<file path="config.mk">
export PLATFORM = sky130hd
export DESIGN_NAME = psram_cmd_scheduler
export DESIGN_NICKNAME = d
export VERILOG_FILES = /design/src/rtl/psram_sched_pkg.sv /design/src/rtl/psram_cmd_fifo.sv /design/src/rtl/psram_cmd_scheduler.sv
export SDC_FILE = /design/constraint.sdc
export NUM_CORES = 1
export LEC_CHECK = 0
export BUFFER_PORTS_ARGS = -buffer_cell sky130_fd_sc_hd__buf_4
export CORE_MARGIN = 4
export CORE_UTILIZATION = 25
export DETAILED_ROUTE_END_ITERATION = 6
export GPL_ROUTABILITY_DRIVEN = 0
export HOLD_SLACK_MARGIN = 0.15
export PLACE_DENSITY_LB_ADDON = 0.05
export SYNTH_ARGS = -nofsm -noshare
export SYNTH_HDL_FRONTEND = slang
export SYNTH_SLANG_ARGS = --single-unit
</file>
<file path="constraint.sdc">
create_clock -name sys_clk -period 2.43 [get_ports sys_clk]
set_input_delay 0.3645 -clock sys_clk [delete_from_list [all_inputs] [get_ports sys_clk]]
set_output_delay 0.3645 -clock sys_clk [all_outputs]
set_load 0.01 [all_outputs]
</file>
<file path="src/rtl/psram_sched_pkg.sv">
// Shared definitions for the PSRAM command scheduler: state encoding,
// command-entry layout and small arithmetic helpers.
package psram_sched_pkg;

    typedef enum logic [2:0] {
        S_INIT  = 3'd0,
        S_IDLE  = 3'd1,
        S_ISSUE = 3'd2,
        S_WAIT  = 3'd3,
        S_RESP  = 3'd4,
        S_GAP   = 3'd5
    } sched_state_e;

    // Command entry is {write, addr, wdata}; the write flag is a single bit.
    localparam int CMD_WRITE_W = 1;

    function automatic int entry_width(input int addr_w, input int data_w);
        return CMD_WRITE_W + addr_w + data_w;
    endfunction

    // Increment an 8-bit counter, holding at 255.
    function automatic logic [7:0] sat_inc8(input logic [7:0] v);
        logic [7:0] r;
        if (v == 8'hFF) begin
            r = v;
        end else begin
            r = v + 8'd1;
        end
        return r;
    endfunction

endpackage

</file>
<file path="src/rtl/psram_cmd_fifo.sv">
// Synchronous command queue. Accepts only while not full (registered ready),
// head is presented combinationally from the read pointer, pointers wrap
// naturally because DEPTH is a power of two.
module psram_cmd_fifo
    import psram_sched_pkg::*;
#(
    parameter int WIDTH = 41,
    parameter int DEPTH = 4,
    localparam int CW   = $clog2(DEPTH) + 1
) (
    input  logic             clk,
    input  logic             rst_n,
    input  logic             push,
    input  logic [WIDTH-1:0] din,
    input  logic             pop,
    output logic [WIDTH-1:0] dout,
    output logic             ready,
    output logic [CW-1:0]    count
);

    localparam int PW = $clog2(DEPTH);

    logic [WIDTH-1:0] mem_q [DEPTH];
    logic [PW-1:0]    wr_ptr_q, wr_ptr_d;
    logic [PW-1:0]    rd_ptr_q, rd_ptr_d;
    logic [CW-1:0]    count_q, count_d;
    logic             ready_q, ready_d;
    logic             push_s, pop_s;

    assign push_s = push && ready_q;
    assign pop_s  = pop && (count_q != {CW{1'b0}});

    // Next pointer, occupancy and ready computation.
    always_comb begin
        wr_ptr_d = wr_ptr_q;
        rd_ptr_d = rd_ptr_q;
        count_d  = count_q;
        if (push_s) begin
            wr_ptr_d = wr_ptr_q + PW'(1);
        end else begin
            wr_ptr_d = wr_ptr_q;
        end
        if (pop_s) begin
            rd_ptr_d = rd_ptr_q + PW'(1);
        end else begin
            rd_ptr_d = rd_ptr_q;
        end
        case ({push_s, pop_s})
            2'b10:   count_d = count_q + CW'(1);
            2'b01:   count_d = count_q - CW'(1);
            default: count_d = count_q;
        endcase
        ready_d = (count_d < CW'(DEPTH));
    end

    // Pointer / occupancy registers; ready stays low while in reset.
    always_ff @(posedge clk or negedge rst_n) begin
        if (!rst_n) begin
            wr_ptr_q <= {PW{1'b0}};
            rd_ptr_q <= {PW{1'b0}};
            count_q  <= {CW{1'b0}};
            ready_q  <= 1'b0;
        end else begin
            wr_ptr_q <= wr_ptr_d;
            rd_ptr_q <= rd_ptr_d;
            count_q  <= count_d;
            ready_q  <= ready_d;
        end
    end

    // Storage array; contents need no reset because occupancy guards reads.
    always_ff @(posedge clk) begin
        if (push_s) begin
            mem_q[wr_ptr_q] <= din;
        end
    end

    assign dout  = mem_q[rd_ptr_q];
    assign ready = ready_q;
    assign count = count_q;

endmodule

</file>
<file path="src/rtl/psram_cmd_scheduler.sv">
// Queues decoded UART R/W commands and issues them one at a time to the
// PSRAM controller (req/ack/done), with an access timeout, a CE# recovery
// gap between accesses, and read data returned to the UART transmitter.
module psram_cmd_scheduler
    import psram_sched_pkg::*;
#(
    parameter int ADDR_WIDTH     = 24,
    parameter int DATA_WIDTH     = 16,
    parameter int FIFO_DEPTH     = 4,
    parameter int TIMEOUT_CYCLES = 1024,
    parameter int GAP_CYCLES     = 2
) (
    input  logic                  sys_clk,
    input  logic                  sys_rst_n,
    input  logic                  cmd_valid,
    output logic                  cmd_ready,
    input  logic                  cmd_write,
    input  logic [ADDR_WIDTH-1:0] cmd_addr,
    input  logic [DATA_WIDTH-1:0] cmd_wdata,
    input  logic                  psram_init_done,
    output logic                  psram_req,
    output logic                  psram_write,
    output logic [ADDR_WIDTH-1:0] psram_addr,
    output logic [DATA_WIDTH-1:0] psram_wdata,
    input  logic                  psram_ack,
    input  logic                  psram_done,
    input  logic [DATA_WIDTH-1:0] psram_rdata,
    output logic                  tx_start,
    output logic [DATA_WIDTH-1:0] tx_data,
    input  logic                  tx_busy,
    output logic                  busy,
    output logic                  err_timeout,
    output logic [7:0]            err_count
);

    localparam int EW = entry_width(ADDR_WIDTH, DATA_WIDTH);
    localparam int CW = $clog2(FIFO_DEPTH) + 1;
    localparam int TW = $clog2(TIMEOUT_CYCLES) + 1;
    localparam int GW = $clog2(GAP_CYCLES) + 1;
    localparam logic [TW-1:0] TIMER_LAST = TW'(TIMEOUT_CYCLES - 1);
    localparam logic [GW-1:0] GAP_LAST   = GW'(GAP_CYCLES - 1);

    sched_state_e          state_q, state_d;
    logic [TW-1:0]         timer_q, timer_d;
    logic [GW-1:0]         gap_q, gap_d;
    logic                  req_q, req_d;
    logic                  iss_write_q, iss_write_d;
    logic [ADDR_WIDTH-1:0] iss_addr_q, iss_addr_d;
    logic [DATA_WIDTH-1:0] iss_wdata_q, iss_wdata_d;
    logic [DATA_WIDTH-1:0] rdata_q, rdata_d;
    logic                  tx_start_q, tx_start_d;
    logic [DATA_WIDTH-1:0] tx_data_q, tx_data_d;
    logic                  busy_q, busy_d;
    logic                  err_to_q, err_to_d;
    logic [7:0]            err_cnt_q, err_cnt_d;

    logic                  pop_s;
    logic [EW-1:0]         head_s;
    logic [CW-1:0]         fifo_count_s;
    logic                  fifo_empty_s;

    psram_cmd_fifo #(
        .WIDTH (EW),
        .DEPTH (FIFO_DEPTH)
    ) u_fifo (
        .clk   (sys_clk),
        .rst_n (sys_rst_n),
        .push  (cmd_valid),
        .din   ({cmd_write, cmd_addr, cmd_wdata}),
        .pop   (pop_s),
        .dout  (head_s),
        .ready (cmd_ready),
        .count (fifo_count_s)
    );

    assign fifo_empty_s = (fifo_count_s == {CW{1'b0}});

    // Next-state, counters and output pulses of the access sequencer.
    always_comb begin
        state_d     = state_q;
        timer_d     = timer_q;
        gap_d       = gap_q;
        req_d       = 1'b0;
        pop_s       = 1'b0;
        iss_write_d = iss_write_q;
        iss_addr_d  = iss_addr_q;
        iss_wdata_d = iss_wdata_q;
        rdata_d     = rdata_q;
        tx_start_d  = 1'b0;
        tx_data_d   = tx_data_q;
        err_to_d    = 1'b0;
        err_cnt_d   = err_cnt_q;
        busy_d      = !((state_q == S_IDLE) && fifo_empty_s);
        case (state_q)
            S_INIT: begin
                if (psram_init_done) begin
                    state_d = S_IDLE;
                end else begin
                    state_d = S_INIT;
                end
            end
            S_IDLE: begin
                if (!fifo_empty_s && psram_init_done) begin
                    pop_s       = 1'b1;
                    iss_write_d = head_s[EW-1];
                    iss_addr_d  = head_s[EW-2 -: ADDR_WIDTH];
                    iss_wdata_d = head_s[DATA_WIDTH-1:0];
                    state_d     = S_ISSUE;
                end else begin
                    state_d = S_IDLE;
                end
            end
            S_ISSUE: begin
                // An ack only counts once the request is visible; a done
                // arriving with the ack completes the access immediately.
                if (req_q && psram_ack) begin
                    timer_d = {TW{1'b0}};
                    if (!psram_done) begin
                        state_d = S_WAIT;
                    end else if (iss_write_q) begin
                        gap_d   = {GW{1'b0}};
                        state_d = S_GAP;
                    end else begin
                        rdata_d = psram_rdata;
                        state_d = S_RESP;
                    end
                end else begin
                    req_d = 1'b1;
                end
            end
            S_WAIT: begin
                if (psram_done) begin
                    if (iss_write_q) begin
                        gap_d   = {GW{1'b0}};
                        state_d = S_GAP;
                    end else begin
                        rdata_d = psram_rdata;
                        state_d = S_RESP;
                    end
                end else if (timer_q == TIMER_LAST) begin
                    err_to_d  = 1'b1;
                    err_cnt_d = sat_inc8(err_cnt_q);
                    gap_d     = {GW{1'b0}};
                    state_d   = S_GAP;
                end else begin
                    timer_d = timer_q + TW'(1);
                end
            end
            S_RESP: begin
                if (!tx_busy) begin
                    tx_start_d = 1'b1;
                    tx_data_d  = rdata_q;
                    gap_d      = {GW{1'b0}};
                    state_d    = S_GAP;
                end else begin
                    state_d = S_RESP;
                end
            end
            S_GAP: begin
                if (gap_q == GAP_LAST) begin
                    state_d = S_IDLE;
                end else begin
                    gap_d = gap_q + GW'(1);
                end
            end
            default: begin
                state_d = S_INIT;
            end
        endcase
    end

    // State and output registers; reset drops the request immediately.
    always_ff @(posedge sys_clk or negedge sys_rst_n) begin
        if (!sys_rst_n) begin
            state_q     <= S_INIT;
            timer_q     <= {TW{1'b0}};
            gap_q       <= {GW{1'b0}};
            req_q       <= 1'b0;
            iss_write_q <= 1'b0;
            iss_addr_q  <= {ADDR_WIDTH{1'b0}};
            iss_wdata_q <= {DATA_WIDTH{1'b0}};
            rdata_q     <= {DATA_WIDTH{1'b0}};
            tx_start_q  <= 1'b0;
            tx_data_q   <= {DATA_WIDTH{1'b0}};
            busy_q      <= 1'b0;
            err_to_q    <= 1'b0;
            err_cnt_q   <= 8'd0;
        end else begin
            state_q     <= state_d;
            timer_q     <= timer_d;
            gap_q       <= gap_d;
            req_q       <= req_d;
            iss_write_q <= iss_write_d;
            iss_addr_q  <= iss_addr_d;
            iss_wdata_q <= iss_wdata_d;
            rdata_q     <= rdata_d;
            tx_start_q  <= tx_start_d;
            tx_data_q   <= tx_data_d;
            busy_q      <= busy_d;
            err_to_q    <= err_to_d;
            err_cnt_q   <= err_cnt_d;
        end
    end

    assign psram_req   = req_q;
    assign psram_write = iss_write_q;
    assign psram_addr  = iss_addr_q;
    assign psram_wdata = iss_wdata_q;
    assign tx_start    = tx_start_q;
    assign tx_data     = tx_data_q;
    assign busy        = busy_q;
    assign err_timeout = err_to_q;
    assign err_count   = err_cnt_q;

endmodule

</file>
==> results.py, run 1 <==
metrics = {
    "layout": {
        "drive_above_1_share_pct": 41.6,
        "utilization_pct": 34.1,
        "final_net_count": 862,
        "mostFrequentLayoutCells": "164 x edfxtp_1, 145 x buf_4, 107 x dfrtp_1",
        "final_cells": 1347,
        "final_common_cell": "edfxtp_1",
        "area_delta_synth_final_pct": 33.5,
    },
    "global_routing": {
        "grt_max_degree": 52,
        "grt-ovfl-total": 0,
        "antenna_found_initial": 2,
        "grt_pass1_wl_um": 39200,
        "grt_pass1_vias": 6565,
        "grt_usage_pct": 11.3,
    },
    "worst_setup_path": {
        "rr_worst_depth": 4,
        "slowest_delay_ps": 630,
        "r2r_slack_ps": 270,
        "worstPathArrival_ps": 2570,
        "cp_cell_sequence": "nand2b_1, nor3_4, buf_4, mux2_2",
        "critical_path_class": "register to register",
        "cp-start-kind": "register",
        "path_max_fanout": 43,
        "cp_data_required_time_ps": 2840,
        "regToRegStartpoint": "state_q[0]",
        "cpMaxStageDelayCell": "buf_4",
        "worstReg2RegEnd": "psram_addr[12]",
        "cp-end-kind": "register",
    },
    "yosys": {
        "synth_fp_nets": 633,
        "synth_edf_count": 164,
        "netlist_instances": 560,
        "synth-seq-cells": 273,
        "yosysSeqAreaShare_pct": 72.6,
        "ys_warn_count": 0,
        "yosys.cell_types.count": 52,
        "async_flop_share_pct": 39.9,
        "syn_area_sq_mm": 0.0105,
        "synth_ff_type": "edfxtp_1",
        "syn_avg_cell_area_sq_um": 18.8,
    },
    "cts": {
        "cts_setup_buffers": 0,
        "cts.sinks": 273,
        "cts_tree": "done",
        "clock_latency_ps": 540,
        "path_clk_slew_ps": 50,
        "htree_levels": 2,
        "cts-hold-fix-buffers": 58,
        "numCtsBuffers": 34,
        "clock_path_buffers": 3,
        "root_buffer": "clkbuf_16",
        "cts_resized": 0,
    },
    "floorplanning": {
        "die_y_um": 213,
        "core_sq_mm": 0.0413,
        "ios": 134,
        "rows": 74,
        "start_util_pct": 25.5,
        "dieArea_sq_mm": 0.0455,
        "die_w_um": 213,
    },
    "sta": {
        "slew_headroom_pct": 49.5,
        "setup_tns_ps": 0,
        "setup_viol": 0,
        "period_share_pct": 88.9,
        "rsz0062_at_grt": "no",
        "fmax_ghz": 0.463,
        "fin_crit_ps": 2160,
        "finalHoldViolations": 0,
        "skew_ps": 26.3,
        "worst_pin_slew_ps": 758,
        "slew_viol_final": 0,
    },
    "placement": {
        "dp_hpwl_um": 15900,
        "portBuffers": 133,
        "place_inst": 1227,
    },
    "min_path": {
        "whs_endpoint": "psram_req",
        "worstHoldPathType": "primary input to register",
        "hp-start": "psram_ack",
        "hold_depth": 3,
    },
    "power": {
        "p_clk_share_pct": 29.0,
        "seq_power_share_pct": 42.5,
        "p_sw_uw": 4720,
        "total_power_uw": 16300,
        "p_int_uw": 11500,
        "power_leakage_uw": 0.00536,
        "switching_share_pct": 29.0,
        "vdd_drop_max_v": 0.000447,
        "combPwrFrac_pct": 28.6,
        "power_density_mw_per_mm2": 1160,
    },
    "drt": {
        "first_iter_violations": 203,
        "viasPerCell": 4.35,
        "wl_per_cell_um": 18.8,
        "drt_first_pass_iters": 4,
        "totalWireLength_um": 25300,
        "antenna_left": 0,
        "drc": 0,
        "dr_total_vias": 5854,
    },
    "outcome": {
        "status": "finished, final reports clean",
    },
    "flow_run": {
        "drv_cap": 0,
    },
}
-- critical path: cells and delay by family (launching register included) --
family                 cells  cell delay, ps
DFF                        1             620
muxes                      1             420
buffers and inverters      1             630
and+or+nand+nor            2             360
-- cell families (layout without fill, tap and decap cells) --
group	count (synthesis)	after routing	synth area share, %
xor+xnor	13	13	1.08
buf+inv	30	284	1.31
fa+ha+maj	9	9	1.14
flops	273	273	72.6
other cells	0	1	0
mux	119	119	17.1
compound gates	36	36	2.36
simple gates	80	80	4.44
-- power by group through the flow --
| stage | logic, uW | registers (uW) | clock network (uW) |
|---|---|---|---|
| 2_1_floorplan | 2600 | 6960 | 0 |
| 3_3_place_gp | 4680 | 6960 | 0 |
| 3_5_place_dp | 4750 | 7020 | 0 |
| 4_1_cts | 4840 | 6950 | 4940 |
| 5_1_grt | 5150 | 7070 | 5150 |
| 6_report | 4650 | 6910 | 4710 |
-- area by class of cell --
cell class	count	area [sq um]
Sequential cell	273	7660
Timing Repair Buffer	215	1900
Antenna cell	1	2.50
Fill cell	3982	27200
Clock buffer	45	922
Inverter	8	30.0
Clock inverter	16	120
Tap cell	532	666
Multi-Input combinational cell	257	2770
-- sequential cells by signal, summed over array words and instances, names as in the netlist, 2 cells and up, named ones only --
name	cells
tx_data	16
timer_q	11
u_fifo.mem_q	164
u_fifo.count	2
state_q	3
psram_wdata	16
u_fifo.rd_ptr_q	2
rdata_q	16
gap_q	2
u_fifo.wr_ptr_q	2
err_count	8
psram_addr	24
-- cell usage after synthesis (2+ instances only) --
cell / instances / area (sq um)
edfxtp_1: 164 / 4920
dfrtp_1: 109 / 2730
mux2_2: 78 / 878
mux4_2: 41 / 923
nand2_1: 15 / 56.3
nor2_1: 12 / 45.0
buf_2: 11 / 55.1
nor3_1: 10 / 50.1
nand3_1: 9 / 45.0
clkbuf_1: 8 / 30.0
ha_1: 8 / 100
inv_1: 8 / 30.0
xor2_1: 7 / 61.3
a31oi_1: 6 / 37.5
and3_1: 6 / 37.5
o21ai_0: 6 / 30.0
xnor2_1: 6 / 52.6
a21oi_1: 5 / 25.0
nand4_1: 4 / 25.0
nand2b_1: 3 / 18.8
nor2b_1: 3 / 18.8
nor3b_1: 3 / 22.5
o31ai_1: 3 / 22.5
a21o_1: 2 / 15.0
a221o_1: 2 / 20.0
a22oi_1: 2 / 15.0
nor4_1: 2 / 12.5
nor4_2: 2 / 25.0
o22ai_1: 2 / 12.5
-- worst max path at each step --
stage	start	end
after detailed placement	state_q[0]	psram_wdata[15]
after global placement	state_q[0]	psram_addr[14]
after floorplan	u_fifo.count[1]	u_fifo.ready
after CTS	state_q[0]	psram_addr[12]
after global routing	state_q[0]	psram_addr[3]
final	state_q[0]	psram_addr[12]
-- layer usage --
layer	vias to the layer above	GRT usage [%]	wire length, um
li1	2672	-	-
met1	3009	14.0	10700
met2	128	19.0	12500
met3	43	3.34	1480
met4	2	4.13	650
met5	-	0	11
-- through the flow --
| step | hold WS (ps) | instance area (sq um) | setup WS (ps) |
|---|---|---|---|
| final | 202 | 14100 | 270 |
| after global routing | 177 | 14100 | 58.5 |
| after CTS | 159 | 14100 | 182 |
| after detailed placement | 347 | 12400 | 201 |
| after global placement | 344 | 12400 | 274 |
| after floorplan | 68.9 | 10500 | 127 |
No activity file was read; power rests on OpenSTA's default activity.
==> run 2, diff against run 1 <==
--- a/config.mk
+++ b/config.mk
@@ -8,10 +8,12 @@
 export BUFFER_PORTS_ARGS = -buffer_cell sky130_fd_sc_hd__buf_4
 export CORE_MARGIN = 4
 export CORE_UTILIZATION = 25
+export CTS_CLUSTER_SIZE = 25
 export DETAILED_ROUTE_END_ITERATION = 6
 export GPL_ROUTABILITY_DRIVEN = 0
 export HOLD_SLACK_MARGIN = 0.15
 export PLACE_DENSITY_LB_ADDON = 0.05
+export SETUP_SLACK_MARGIN = 0.3
 export SYNTH_ARGS = -nofsm -noshare
 export SYNTH_HDL_FRONTEND = slang
 export SYNTH_SLANG_ARGS = --single-unit
==> results.py, run 2 (synthesis gave the netlist of run 1 again) <==
metrics = {
    "outcome": {
        "status": "finished, final reports clean",
    },
    "worst_setup_path": {
        "critical_path_class": "register to register",
        "regToRegStartpoint": "state_q[2]",
        "cp_cell_sequence": "nand4bb_1, or4_4, nor2_2, mux2_2",
        "rr_worst_depth": 4,
        "cp_data_required_time_ps": 2840,
        "path_max_fanout": 13,
        "crit_start": "state_q[2]",
        "cp-start-kind": "register",
        "cp-endpoint": "err_count[1]",
        "worstReg2RegEnd": "err_count[1]",
        "r2r_slack_ps": 410,
        "cpMaxStageDelayCell": "or4_4",
        "worstPathArrival_ps": 2430,
        "cp-end-kind": "register",
        "slowest_delay_ps": 610,
    },
    "floorplanning": {
        "die_y_um": 213,
        "die_w_um": 213,
        "rows": 74,
        "core_sq_mm": 0.0413,
        "dieArea_sq_mm": 0.0455,
        "ios": 134,
        "start_util_pct": 25.5,
    },
    "power": {
        "vdd_drop_max_v": 0.000510,
        "power_density_mw_per_mm2": 1160,
        "power_leakage_uw": 0.00536,
        "total_power_uw": 16500,
    },
    "sta": {
        "setup_tns_ps": 0,
        "worst_pin_slew_ps": 639,
        "fmax_ghz": 0.495,
        "fin_crit_ps": 2020,
        "skew_ps": 24.2,
        "rsz0062_at_grt": "yes",
        "slew_headroom_pct": 57.4,
        "period_share_pct": 83.1,
        "setup_viol": 0,
        "finalHoldViolations": 0,
        "slew_viol_final": 0,
        "layout_setup_ws_ps": 412,
    },
    "drt": {
        "drt_first_pass_iters": 4,
        "totalWireLength_um": 25300,
        "dr_total_vias": 5815,
        "wl_per_cell_um": 18.8,
        "first_iter_violations": 215,
        "viasPerCell": 4.32,
        "drc": 0,
        "antenna_left": 0,
    },
    "layout": {
        "top_register": "u_fifo.mem_q",
        "final_net_count": 860,
        "largest_reg_flops": 164,
        "n_fill_cell": 4008,
        "area_delta_synth_final_pct": 34.0,
        "drive_above_1_share_pct": 42.6,
        "final_common_cell": "edfxtp_1",
        "antenna_cells": 0,
        "final_cells": 1345,
        "utilization_pct": 34.2,
        "mostFrequentLayoutCells": "164 x edfxtp_1, 143 x buf_4, 103 x dfrtp_1",
    },
    "cts": {
        "numCtsBuffers": 34,
        "cts.sinks": 273,
        "root_buffer": "clkbuf_16",
        "clock_latency_ps": 540,
        "path_clk_slew_ps": 60,
        "clock_path_buffers": 3,
        "cts_tree": "done",
        "htree_levels": 2,
    },
    "flow_run": {
        "drv_cap": 0,
    },
    "global_routing": {
        "grt_pass1_wl_um": 38600,
        "grt_max_degree": 60,
        "grt_usage_pct": 11.2,
        "antenna_found_initial": 0,
        "grt_pass1_vias": 6430,
        "grt-ovfl-total": 0,
    },
    "min_path": {
        "worstHoldPathType": "primary input to register",
    },
    "placement": {
        "dp_hpwl_um": 15400,
        "portBuffers": 133,
        "place_inst": 1222,
        "dp_worst_setup_slack_ps": 284,
    },
}
==> run 2: stage by stage <==
step	hold slack (ps)	area [sq um]
floorplan	68.9	10600
global placement	390	12400
detailed placement	399	12400
CTS	211	14100
global route	256	14100
finish	240	14100
==> run 2: area by class of cell <==
| type | count | area (sq um) | share of cell area, % |
|---|---|---|---|
| clock buffers | 47 | 950 | 6.72 |
| flip-flops and latches | 273 | 7660 | 54.2 |
| clock inverters | 15 | 136 | 0.965 |
| multi-input cells | 257 | 2810 | 19.9 |
| inverters | 8 | 30.0 | 0.213 |
| repair buffers | 213 | 1880 | 13.3 |
| well taps | 532 | 666 | 4.71 |
==> run 2: power breakdown <==
part	leakage, uW	switching [uW]	internal (uW)
Clock	0.000534	1930	2950
Sequential	0.00282	782	6190
Combinational	0.00201	2020	2580
==> run 2: how the worst min path moves through the flow <==
stage	start	end	slack [ps]	depth (start not counted)
after CTS	psram_done	state_q[2]	210	3
after floorplan	sys_rst_n	async pin	70	0
after global placement	sys_rst_n	err_count[7]	390	1
final	psram_done	state_q[2]	240	3
after global routing	tx_busy	tx_start	260	3
after detailed placement	sys_rst_n	err_count[7]	400	1
==> run 2: critical path: cells and delay by family, from the launching register on <==
| kind | cells | cell delay [ps] |
|---|---|---|
| simple gates | 3 | 1060 |
| flops | 1 | 490 |
| mux | 1 | 350 |
==> run 2: timing repair <==
item | 4_1_cts | 5_1_grt
endpoints found under the hold margin | 237 | 0
cloned | 0 | 0
resized for setup | 1 | 5
endpoints found under the setup margin | 1 | 12
buffers inserted | 0 | 2
hold buffers | 59 | 0
pin swaps | 0 | 3
==> run 2: per-layer routing <==
metal  vias to the layer above  global-route usage, %  wire length [um]
li1                       2667                      -                 -
met1                      2984                   14.4             11200
met2                       124                   18.6             12200
met3                        40                   2.65              1190
met4                         0                   4.24               648
met5                         -                      0                 0
